File: config.mk
export PLATFORM = sky130hd
export DESIGN_NAME = nand_gate
export DESIGN_NICKNAME = d
export VERILOG_FILES = /design/src/rtl/gate_pkg.sv /design/src/rtl/gate_reg_stage.sv /design/src/rtl/nand_gate.sv
export SDC_FILE = /design/constraint.sdc
export NUM_CORES = 1
export LEC_CHECK = 0
export CORE_AREA = 3 3 40 42
export DETAILED_ROUTE_END_ITERATION = 10
export DIE_AREA = 0 0 43 45
export PLACE_DENSITY_LB_ADDON = 0.15
export SLEW_MARGIN = 5
export SYNTH_ARGS = -nofsm -noshare
export SYNTH_HDL_FRONTEND = slang
export SYNTH_SLANG_ARGS = --single-unit
File: constraint.sdc
create_clock -name clk -period 2.36 [get_ports clk]
set_input_delay 0.472 -clock clk [delete_from_list [all_inputs] [get_ports clk]]
set_output_delay 0.472 -clock clk [all_outputs]
set_load 0.02 [all_outputs]
File: src/rtl/gate_pkg.sv
// Shared definitions for the gate-level cell library: default sizes and the
// NAND helper reused by the individual gate cells.
package gate_pkg;

    localparam int DEFAULT_WIDTH = 1;
    localparam int DEFAULT_CNT_W = 8;

    // Widest operand the helper accepts; cells zero-extend narrower vectors
    // and keep only their own low bits of the result.
    localparam int NAND_FN_W = 64;

    function automatic logic [NAND_FN_W-1:0] nand_fn(
        input logic [NAND_FN_W-1:0] a,
        input logic [NAND_FN_W-1:0] b
    );
        return ~(a & b);
    endfunction

endpackage

File: src/rtl/gate_reg_stage.sv
// Generic WIDTH-bit pipeline register with a synchronous active-high reset
// to a configurable value. Used to give gate cells a registered output.
module gate_reg_stage #(
    parameter int               WIDTH     = 1,
    parameter logic [WIDTH-1:0] RESET_VAL = '0
) (
    input  logic             clk,
    input  logic             rst,
    input  logic [WIDTH-1:0] d,
    output logic [WIDTH-1:0] q
);

    logic [WIDTH-1:0] data_d;
    logic [WIDTH-1:0] data_q;

    // Next-state is simply the input: no enable, one cycle of latency.
    always_comb begin
        data_d = d;
    end

    // State register; reset wins over loading new data.
    always_ff @(posedge clk) begin
        if (rst) begin
            data_q <= RESET_VAL;
        end else begin
            data_q <= data_d;
        end
    end

    assign q = data_q;

endmodule

File: src/rtl/nand_gate.sv
// Bitwise two-input NAND cell. The primary output is purely combinational;
// a registered copy and a saturating count of low-output cycles on bit 0
// are kept alongside it in the clk domain.
module nand_gate
    import gate_pkg::*;
#(
    parameter int WIDTH = DEFAULT_WIDTH,
    parameter int CNT_W = DEFAULT_CNT_W
) (
    input  logic             clk,
    input  logic             rst,
    input  logic [WIDTH-1:0] i1,
    input  logic [WIDTH-1:0] i2,
    output logic [WIDTH-1:0] o,
    output logic [WIDTH-1:0] o_q,
    output logic [CNT_W-1:0] low_cnt
);

    logic [NAND_FN_W-1:0] a_ext;
    logic [NAND_FN_W-1:0] b_ext;
    logic [NAND_FN_W-1:0] nand_ext;
    logic                 unused_nand_bits;

    logic [CNT_W-1:0] low_cnt_d;
    logic [CNT_W-1:0] low_cnt_q;

    // Widen the operands to the helper's width; the extra high bits are
    // discarded, so their NAND value (all ones) never reaches the output.
    always_comb begin
        a_ext             = '0;
        b_ext             = '0;
        a_ext[WIDTH-1:0]  = i1;
        b_ext[WIDTH-1:0]  = i2;
        nand_ext          = nand_fn(a_ext, b_ext);
    end

    assign o                = nand_ext[WIDTH-1:0];
    assign unused_nand_bits = ^nand_ext;

    // Registered copy of o; idles at all ones, the NAND of zero inputs.
    gate_reg_stage #(
        .WIDTH     (WIDTH),
        .RESET_VAL ({WIDTH{1'b1}})
    ) u_o_reg (
        .clk (clk),
        .rst (rst),
        .d   (o),
        .q   (o_q)
    );

    // Count cycles where bit 0 of o is low, stopping at all ones.
    always_comb begin
        low_cnt_d = low_cnt_q;
        if ((o[0] == 1'b0) && (low_cnt_q != {CNT_W{1'b1}})) begin
            low_cnt_d = low_cnt_q + CNT_W'(1);
        end
    end

    // Counter register; reset takes priority over a counting cycle.
    always_ff @(posedge clk) begin
        if (rst) begin
            low_cnt_q <= '0;
        end else begin
            low_cnt_q <= low_cnt_d;
        end
    end

    assign low_cnt = low_cnt_q;

endmodule

==> results.md, run 1 <==
- Status: completed
- Layout cells sized above 1: 17.7%
- CTS tree: built
- Min cycle time layout: 2.16 ns
- Final TNS setup: 0 ns
- Final setup viols: 0
- Cell row count: 13
- Leak: 0.212 nW
- Final Hold Viols: 0
- # IOs: 14
- Type of the worst setup path: input port to primary output
- Min Hold Slack: 0.542 ns
- Clock latency on the worst-skew pair: 0.26 ns
- Yosys cell types: 25
- Slew Viols, Final: 0
- Slew of the pin with the lowest slew margin: 0.347 ns
- Die W: 43 um
- GRT Total Usage: 10.4%
- Cell family with most CP delay: buffers and inverters
- Slowest CP cell: clkdlybuf4s50_1
- Post-route DRC: 0
- Die Area: 1940 um2
- Clk slew on worst S/H paths: 0.06 ns
- Initial antenna violation count: 0
- Max stage delay on crit path: 0.61 ns
- Synth Net Count: 51
- Routed Antenna Nets: 0
- GPL Wtd Cong: 0.695
- Max-cap violation count: 0
- Resized Gates After CTS: 0
- Skew final: 0.00699 ns
- Startpoint types: input port
- Initial drt markers: 6
- Min-Delay Path Class: flip-flop to flip-flop
- Fin crit share: 91.5%
- FF+latch count, synth: 9
- Longest Clk Path Bufs: 2
- Area growth syn-to-layout: 41.1%
- Ys Warns: 0
- Total Routed Length: 892 um
- Nets: 68
- CTS root buf: clkbuf_4
- Drt pass-1 iters: 2
- Post-synth EDFFs: 0
- Most numerous cell on the critical path: clkdlybuf4s50_1
- Max_slew headroom: 76.8%
- Starting Density: 32.4%
- Largest net degree at the start of global routing: 10
- Critical path cell sequence: clkdlybuf4s50_1, nand2_1, clkdlybuf4s50_1
- FMAX: 0.463 GHz
- RSZ-0062 raised after global routing: no
- Die extent in y: 45 um
- CTS Buf Count: 3
- Inserted Diodes: 0
- Post-synthesis area per instance: 9.06 um2
- Seq/Total Area, Yosys: 43.2%
- Buffers on Ports: 13
- CTS Sinks: 9
- Critical Path Sink Type: primary output
- Critical Path RT: 1.89 ns
- Drt wl/cell: 11.6 um
- H-tree level count: 1
- Fillers: 136
- Synth async-reset ratio: 0%
- Crit path buffers/inverters: 2
- Peak VDD IR: 0.252 mV
- Power Density: 520 nW/um2
- First-pass GRT wire length: 1.43 mm
- Setup bufs post-CTS: 0
- Core area: 1280 um2
- Cts-stage hold buffer count: 0
- Final HPWL DP: 667 um
- GR Overflow Total: 0
- Vias in the first global route: 323
- Top FF cell, synth: dfxtp_1
- Crit Path Max Fanout: 4
- Post-Synthesis Cells: 46
- Via count: 395
- Post-synthesis cell area: 417 um2
- Crit path DAT: 1.69 ns
- Via/cell ratio: 5.13
## layout make-up
| class | count | area (um2) | share of cell area [%] |
|---|---|---|---|
| clock buffers | 4 | 26.3 | 4.47 |
| inverters | 2 | 7.51 | 1.28 |
| multi-input cells | 34 | 225 | 38.3 |
| flip-flops and latches | 9 | 180 | 30.6 |
| well taps | 15 | 18.8 | 3.19 |
| repair buffers | 13 | 130 | 22.1 |
## per-layer routing
layer	up-vias	part of all wire (%)	track usage (%)
li1	203	-	-
met1	184	46	12.6
met2	8	48	14.4
met3	0	5.6	7.17
met4	0	0	3.61
met5	-	0	0
## cells in the mapped netlist, types with 2 or more instances
library cell	count	area share [%]
dfxtp_1	9	43
a21oi_1	2	2.4
nand3_1	4	4.8
inv_1	2	1.8
a31oi_1	3	4.5
nor2_1	4	3.6
nand2_1	3	2.7
nor3_1	2	2.4
## cells in the final DEF (no fill, tap or decap), drive strengths merged, types with 2 or more instances in the layout
cell type,synthesis,layout
dfxtp,9,9
nand3,4,4
a31oi,3,3
nand2,3,3
nor2,5,5
clkdlybuf4s50,0,13
a21o,2,2
clkbuf,1,4
and3,2,2
inv,2,2
a21oi,3,3
nor3,2,2
## per-stage QoR
step | instances | setup slack [ns] | power [W] | utilization (%) | instance area, um2
after CTS | 77 | 0.195 | 0.000313 | 45.8 | 588
final | 77 | 0.201 | 0.000306 | 45.8 | 588
after floorplan | 46 | 0.937 | 0.000176 | - | 417
after global placement | 73 | 0.216 | 0.000191 | 43.7 | 562
after global routing | 77 | 0.142 | 0.000326 | 45.8 | 588
after detailed placement | 73 | 0.197 | 0.000191 | 43.7 | 562
## registers in the layout, summed over array words and instances (netlist names)
name,count
low_cnt,8
u_o_reg.q,1
## cells by family after synthesis
kind of cell / after synthesis / synth area share, %
flip-flops: 9 / 43.2
XOR/XNOR: 1 / 2.10
AND/OR/NAND/NOR: 19 / 24.0
buffers and inverters: 3 / 2.70
AO/OA/AOI/OAI: 12 / 22.5
adder cells (fa/ha/maj): 1 / 3.00
multiplexers: 1 / 2.40
## worst paths after layout
| check | cells after the start | end | startpoint | slack, ns |
|---|---|---|---|---|
| worst max-delay path | 3 | o | i1 | 0.20 |
| worst min-delay path | 2 | low_cnt[3] | low_cnt[3] | 0.54 |
| worst max register to register | 5 | low_cnt[5] | low_cnt[0] | 0.93 |
| worst min register to register | 2 | low_cnt[3] | low_cnt[3] | 0.54 |
## power by group
part / switching, W / internal, W
clock: 0.0000532 / 0.0000651
combinational: 0.0000142 / 0.0000156
sequential: 0.00000260 / 0.000155
total: 0.0000700 / 0.000236
## worst min-delay path, delay by kind of cell (launching register included)
| family | cells | cell delay, ns |
|---|---|---|
| flip-flops | 1 | 0.34 |
| AND/OR/NAND/NOR | 2 | 0.16 |
No activity file was read; power rests on OpenSTA's default activity.
==> run 2, diff against run 1 <==
CELL_PAD_IN_SITES_DETAIL_PLACEMENT = 1   (was unset)
CELL_PAD_IN_SITES_GLOBAL_PLACEMENT = 2   (was unset)
CORE_AREA = unset   (was 3 3 40 42)
CORE_MARGIN = 3   (was unset)
CORE_UTILIZATION = 25   (was unset)
DIE_AREA = unset   (was 0 0 43 45)
==> run 2 against run 1 <==
Net effect:
- first-iteration DRC count shrank 17%
- non-clock buffer count stayed put
- count of clock-buffer cells in the layout is the same
- utilization shrank 7.5 points
- largest cell class unchanged
==> results.md, run 2 (synthesis results as in run 1) <==
- Status: completed
- First-pass GRT wire length: 1.66 mm
- Largest net degree at the start of global routing: 10
- Power Density: 525 nW/um2
- Area of placed instances: 563 um2
- RSZ-0062 raised after global routing: no
- Type of the worst setup path: input port to primary output
- Cell row count: 14
- Startpoint types: input port
- GR Overflow Total: 0
- Via/cell ratio: 5.24
- Min cycle time layout: 2.18 ns
- Net Switching: 0.0000735 W
- Total Routed Length: 1.02 mm
- Post-route DRC: 0
- Largest register FFs: 8
- Drt pass-1 iters: 3
- Fin crit share: 92.3%
- Sequential share of power: 50.9%
- Crit path DAT: 1.71 ns
- Inst Count DP: 74
- H-tree level count: 1
- Final setup viols: 0
- Die W: 46.8 um
- Multi-input logic area: 225 um2
- Vias in the first global route: 392
- CTS tree: built
- Switching share of power: 23.8%
- Min-Delay Path Class: flip-flop to flip-flop
- Peak VDD IR: 0.325 mV
- Drt wl/cell: 13.0 um
- Slew of the pin with the lowest slew margin: 0.362 ns
- Seq. cell area: 180 um2
- Final Hold Viols: 0
- Clock latency on the worst-skew pair: 0.26 ns
- CTS Buf Count: 3
- Final TNS setup: 0 ns
- Routed Antenna Nets: 0
- Combinational fraction of design power: 9.7%
- GPL Wtd Cong: 0.613
- Core area: 1540 um2
- Max_slew headroom: 75.8%
- Commonest non-fill, non-tap cells in the layout: clkdlybuf4s50_1 (13), dfxtp_1 (9), nor2_1 (4), nand3_1 (4)
- Via count: 409
- Worst r2r path cells: 5
- FMAX: 0.459 GHz
- Buffers on Ports: 13
- Commonest non-fill, non-tap cell in the layout: clkdlybuf4s50_1
- Fin area: 589 um2
- Setup bufs post-CTS: 0
- Layout cells sized above 1: 17.7%
- Fin cells: 78
- Critical Path RT: 1.89 ns
- Nets: 68
- Clk pwr share: 39.4%
- Fillers: 187
- CTS root buf: clkbuf_4
- Resized Gates After CTS: 0
- Slew Viols, Final: 0
- GRT Total Usage: 11.1%
- Inserted Diodes: 0
- Starting Density: 27.0%
- Longest Clk Path Bufs: 2
- Initial drt markers: 5
- Cts-stage hold buffer count: 0
- Leak: 0.212 nW
- Skew final: 0.00111 ns
- Critical Path Sink Type: primary output
- Min Hold Slack: 0.541 ns
- # IOs: 14
- Pint: 0.000236 W
- Cell depth of the worst hold path: 2
- Clk slew on worst S/H paths: 0.06 ns
- CTS Sinks: 9
- Initial antenna violation count: 0
- Die extent in y: 46.8 um
- Area growth syn-to-layout: 41.4%
- Max-cap violation count: 0
- Die Area: 2190 um2
- Crit Path Max Fanout: 4
[run 2: cell counts in the layout (fill, tap and decap cells not counted)]
No cell type changed its count.
[run 2: per-stage QoR]
step | setup WS, ns | total power, W | utilization [%]
after CTS | 0.169 | 0.000317 | 38.2
after global routing | 0.133 | 0.000327 | 38.2
after floorplan | 0.937 | 0.000176 | -
after detailed placement | 0.171 | 0.000191 | 36.5
final | 0.182 | 0.000309 | 38.2
after global placement | 0.208 | 0.000191 | 36.5
[run 2: power by group through the flow]
stage / Combinational [W] / Clock [W] / Sequential, W
after floorplan: 0.0000114 / 0 / 0.000164
after global placement: 0.0000303 / 0 / 0.000161
after detailed placement: 0.0000304 / 0 / 0.000161
after CTS: 0.0000306 / 0.000129 / 0.000158
after global routing: 0.0000333 / 0.000136 / 0.000158
final: 0.0000301 / 0.000122 / 0.000157
[run 2: final cells by class]
class	count	share of cell area (%)
multi-input combinational	34	38.2
tap	16	3.40
inverter	2	1.27
sequential	9	30.6
clock buffer	4	4.46
timing repair buffer	13	22.1
[run 2: final timing paths]
path / start / to / slack, ns
worst max register to register: low_cnt[0] / low_cnt[5] / 0.93
worst min-delay path: low_cnt[3] / low_cnt[3] / 0.54
worst max-delay path: i1 / o / 0.18
worst min register to register: low_cnt[3] / low_cnt[3] / 0.54
[run 2: routing by layer]
metal  vias up  global-route usage, %  part of all wire [%]
met5         -                      0                     0
met4         0                   3.31                   1.1
met3         2                   6.90                   6.5
met2         9                   16.0                    46
met1       194                   13.7                    47
li1        204                      -                     -
[run 2: worst max-delay path: stages]
cell	delay, ns
clkdlybuf4s50_1	0.46
nand2_1	0.15
clkdlybuf4s50_1	0.62
==> run 3, diff against run 2 <==
CORE_ASPECT_RATIO = 0.8   (was unset)
CTS_CLUSTER_DIAMETER = 200   (was unset)
==> run 3 against run 2 <==
Net effect:
- die area rose by 0.13%
- largest cell class unchanged
- worst setup slack got worse by 0.046 ns
- final area rose by 1.1%
- largest power group unchanged
- sequential share of layout area fell by 0.32 points
- sequential power barely moved
- critical endpoint unchanged
==> results.md, run 3 (synthesis results as in run 1) <==
- Max stage delay on crit path: 0.64 ns
- Die Area: 2200 um2
- Layout cells sized above 1: 17.7%
- Core area: 1470 um2
- Crit Path Max Fanout: 4
- RSZ-0062 raised after global routing: no
- DR top layer: met3
- Worst R2R Start: low_cnt[0]
- Cell row count: 12
- CTS root buf: clkbuf_4
- Fillers: 189
- Post-route DRC: 0
- Met2 wire len: 523 um
- CTS Sinks: 9
- Inserted Diodes: 0
- Commonest non-fill, non-tap cells in the layout: clkdlybuf4s50_1 (13), dfxtp_1 (9), nor2_1 (4), nand3_1 (4)
- Nets: 68
- CTS tree: built
- Commonest non-fill, non-tap cell in the layout: clkdlybuf4s50_1
- Crit path DAT: 1.75 ns
- Die W: 51.6 um
- H-tree level count: 1
- Type of the worst setup path: input port to primary output
- Critical Path RT: 1.89 ns
- First-pass GRT wire length: 1.75 mm
- GRT Total Usage: 11.4%
- Switching share of power: 23.4%
- Total power: 0.000307 W
- Status: completed
- Critical path cell sequence: clkdlybuf4s50_1, nand2_1, clkdlybuf4s50_1
- Clk slew on worst S/H paths: 0.06 ns
- Starting Density: 28.3%
- Via/cell ratio: 4.77
- # IOs: 14
- Skew final: 0.00600 ns
- FMAX: 0.450 GHz
- Min-Delay Path Class: flip-flop to flip-flop
- Die extent in y: 42.5 um
- Initial drt markers: 5
- Hold path startpoint: low_cnt[3]
- Setup bufs post-CTS: 0
- Routed Antenna Nets: 0
- Cts-stage hold buffer count: 0
- Vias in the first global route: 383
- Slew of the pin with the lowest slew margin: 0.367 ns
- Slew Viols, Final: 0
- GR Overflow Total: 0
- R2R Path End: low_cnt[5]
- Met3 routed WL: 58 um
- Max-cap violation count: 0
- Min cycle time layout: 2.22 ns
- Area of placed instances: 569 um2
- Drt pass-1 iters: 2
- Clk pwr share: 38.8%
- Combinational fraction of design power: 10.1%
- Slowest CP cell: clkdlybuf4s50_1
- Power Density: 516 nW/um2
- Startpoint types: input port
- Most numerous cell on the critical path: clkdlybuf4s50_1
- CTS Buf Count: 3
- Largest register FFs: 8
- Buffers on Ports: 13
- Final setup viols: 0
- Initial antenna violation count: 0
- Pint: 0.000236 W
- Fin crit share: 94.2%
- Via count: 396
- Final Util: 40.5%
- Max_slew headroom: 75.5%
- Clock latency on the worst-skew pair: 0.26 ns
- Leak: 0.212 nW
- Area growth syn-to-layout: 42.9%
- Resized Gates After CTS: 0
- Fin area: 596 um2
- Worst r2r path cells: 5
- Hold EP: low_cnt[3]
- Total Routed Length: 1.07 mm
- Drt wl/cell: 12.8 um
- Largest net degree at the start of global routing: 10
- Critical Path Sink Type: primary output
- Net Switching: 0.0000718 W
- Peak VDD IR: 0.229 mV
- Reg2reg setup slack: 0.90 ns
- Sequential share of power: 51.2%
- Cell depth of the worst hold path: 2
- Final Hold Viols: 0
- M1 WL: 484 um
- Final TNS setup: 0 ns
- GPL Wtd Cong: 0.690
- Longest Clk Path Bufs: 2
-- run 3: layout make-up --
cell class	instances	area, um2	share of cell area [%]
sequential	9	180	30.3
multi-input combinational	34	225	37.8
timing repair buffer	13	130	21.8
inverter	2	7.51	1.26
clock buffer	4	26.3	4.41
tap	21	26.3	4.41
-- run 3: worst max-delay path by stage --
stage                          start    endpoint  slack, ns
after global routing              i1           o       0.13
after floorplan           low_cnt[0]  low_cnt[5]       0.94
after detailed placement          i2           o       0.16
after global placement            i1           o       0.21
after CTS                         i1           o       0.15
final                             i2           o       0.14
-- run 3: power by group through the flow --
stage                     clock network (W)  logic [W]  registers [W]
after floorplan                           0  0.0000114       0.000164
after global placement                    0  0.0000304       0.000161
after detailed placement                  0  0.0000310       0.000161
after CTS                          0.000127  0.0000312       0.000157
after global routing               0.000138  0.0000328       0.000158
final                              0.000119  0.0000310       0.000157
-- run 3: through the flow --
step                      hold slack (ns)  worst slack (ns)  cells
final                               0.542             0.136     83
after CTS                           0.549             0.153     83
after floorplan                     0.582             0.937     46
after global routing                0.598             0.128     83
after detailed placement            0.534             0.161     79
after global placement              0.549             0.206     79
-- run 3: layer usage --
metal	vias up	track usage, %
met5	-	0
li1	202	-
met1	188	12.5
met4	0	6.28
met2	6	17.0
met3	0	6.76
-- run 3: worst max-delay path: cells and delay by family --
family        cells  cell delay (ns)
buf+inv           2             1.11
simple gates      1             0.16
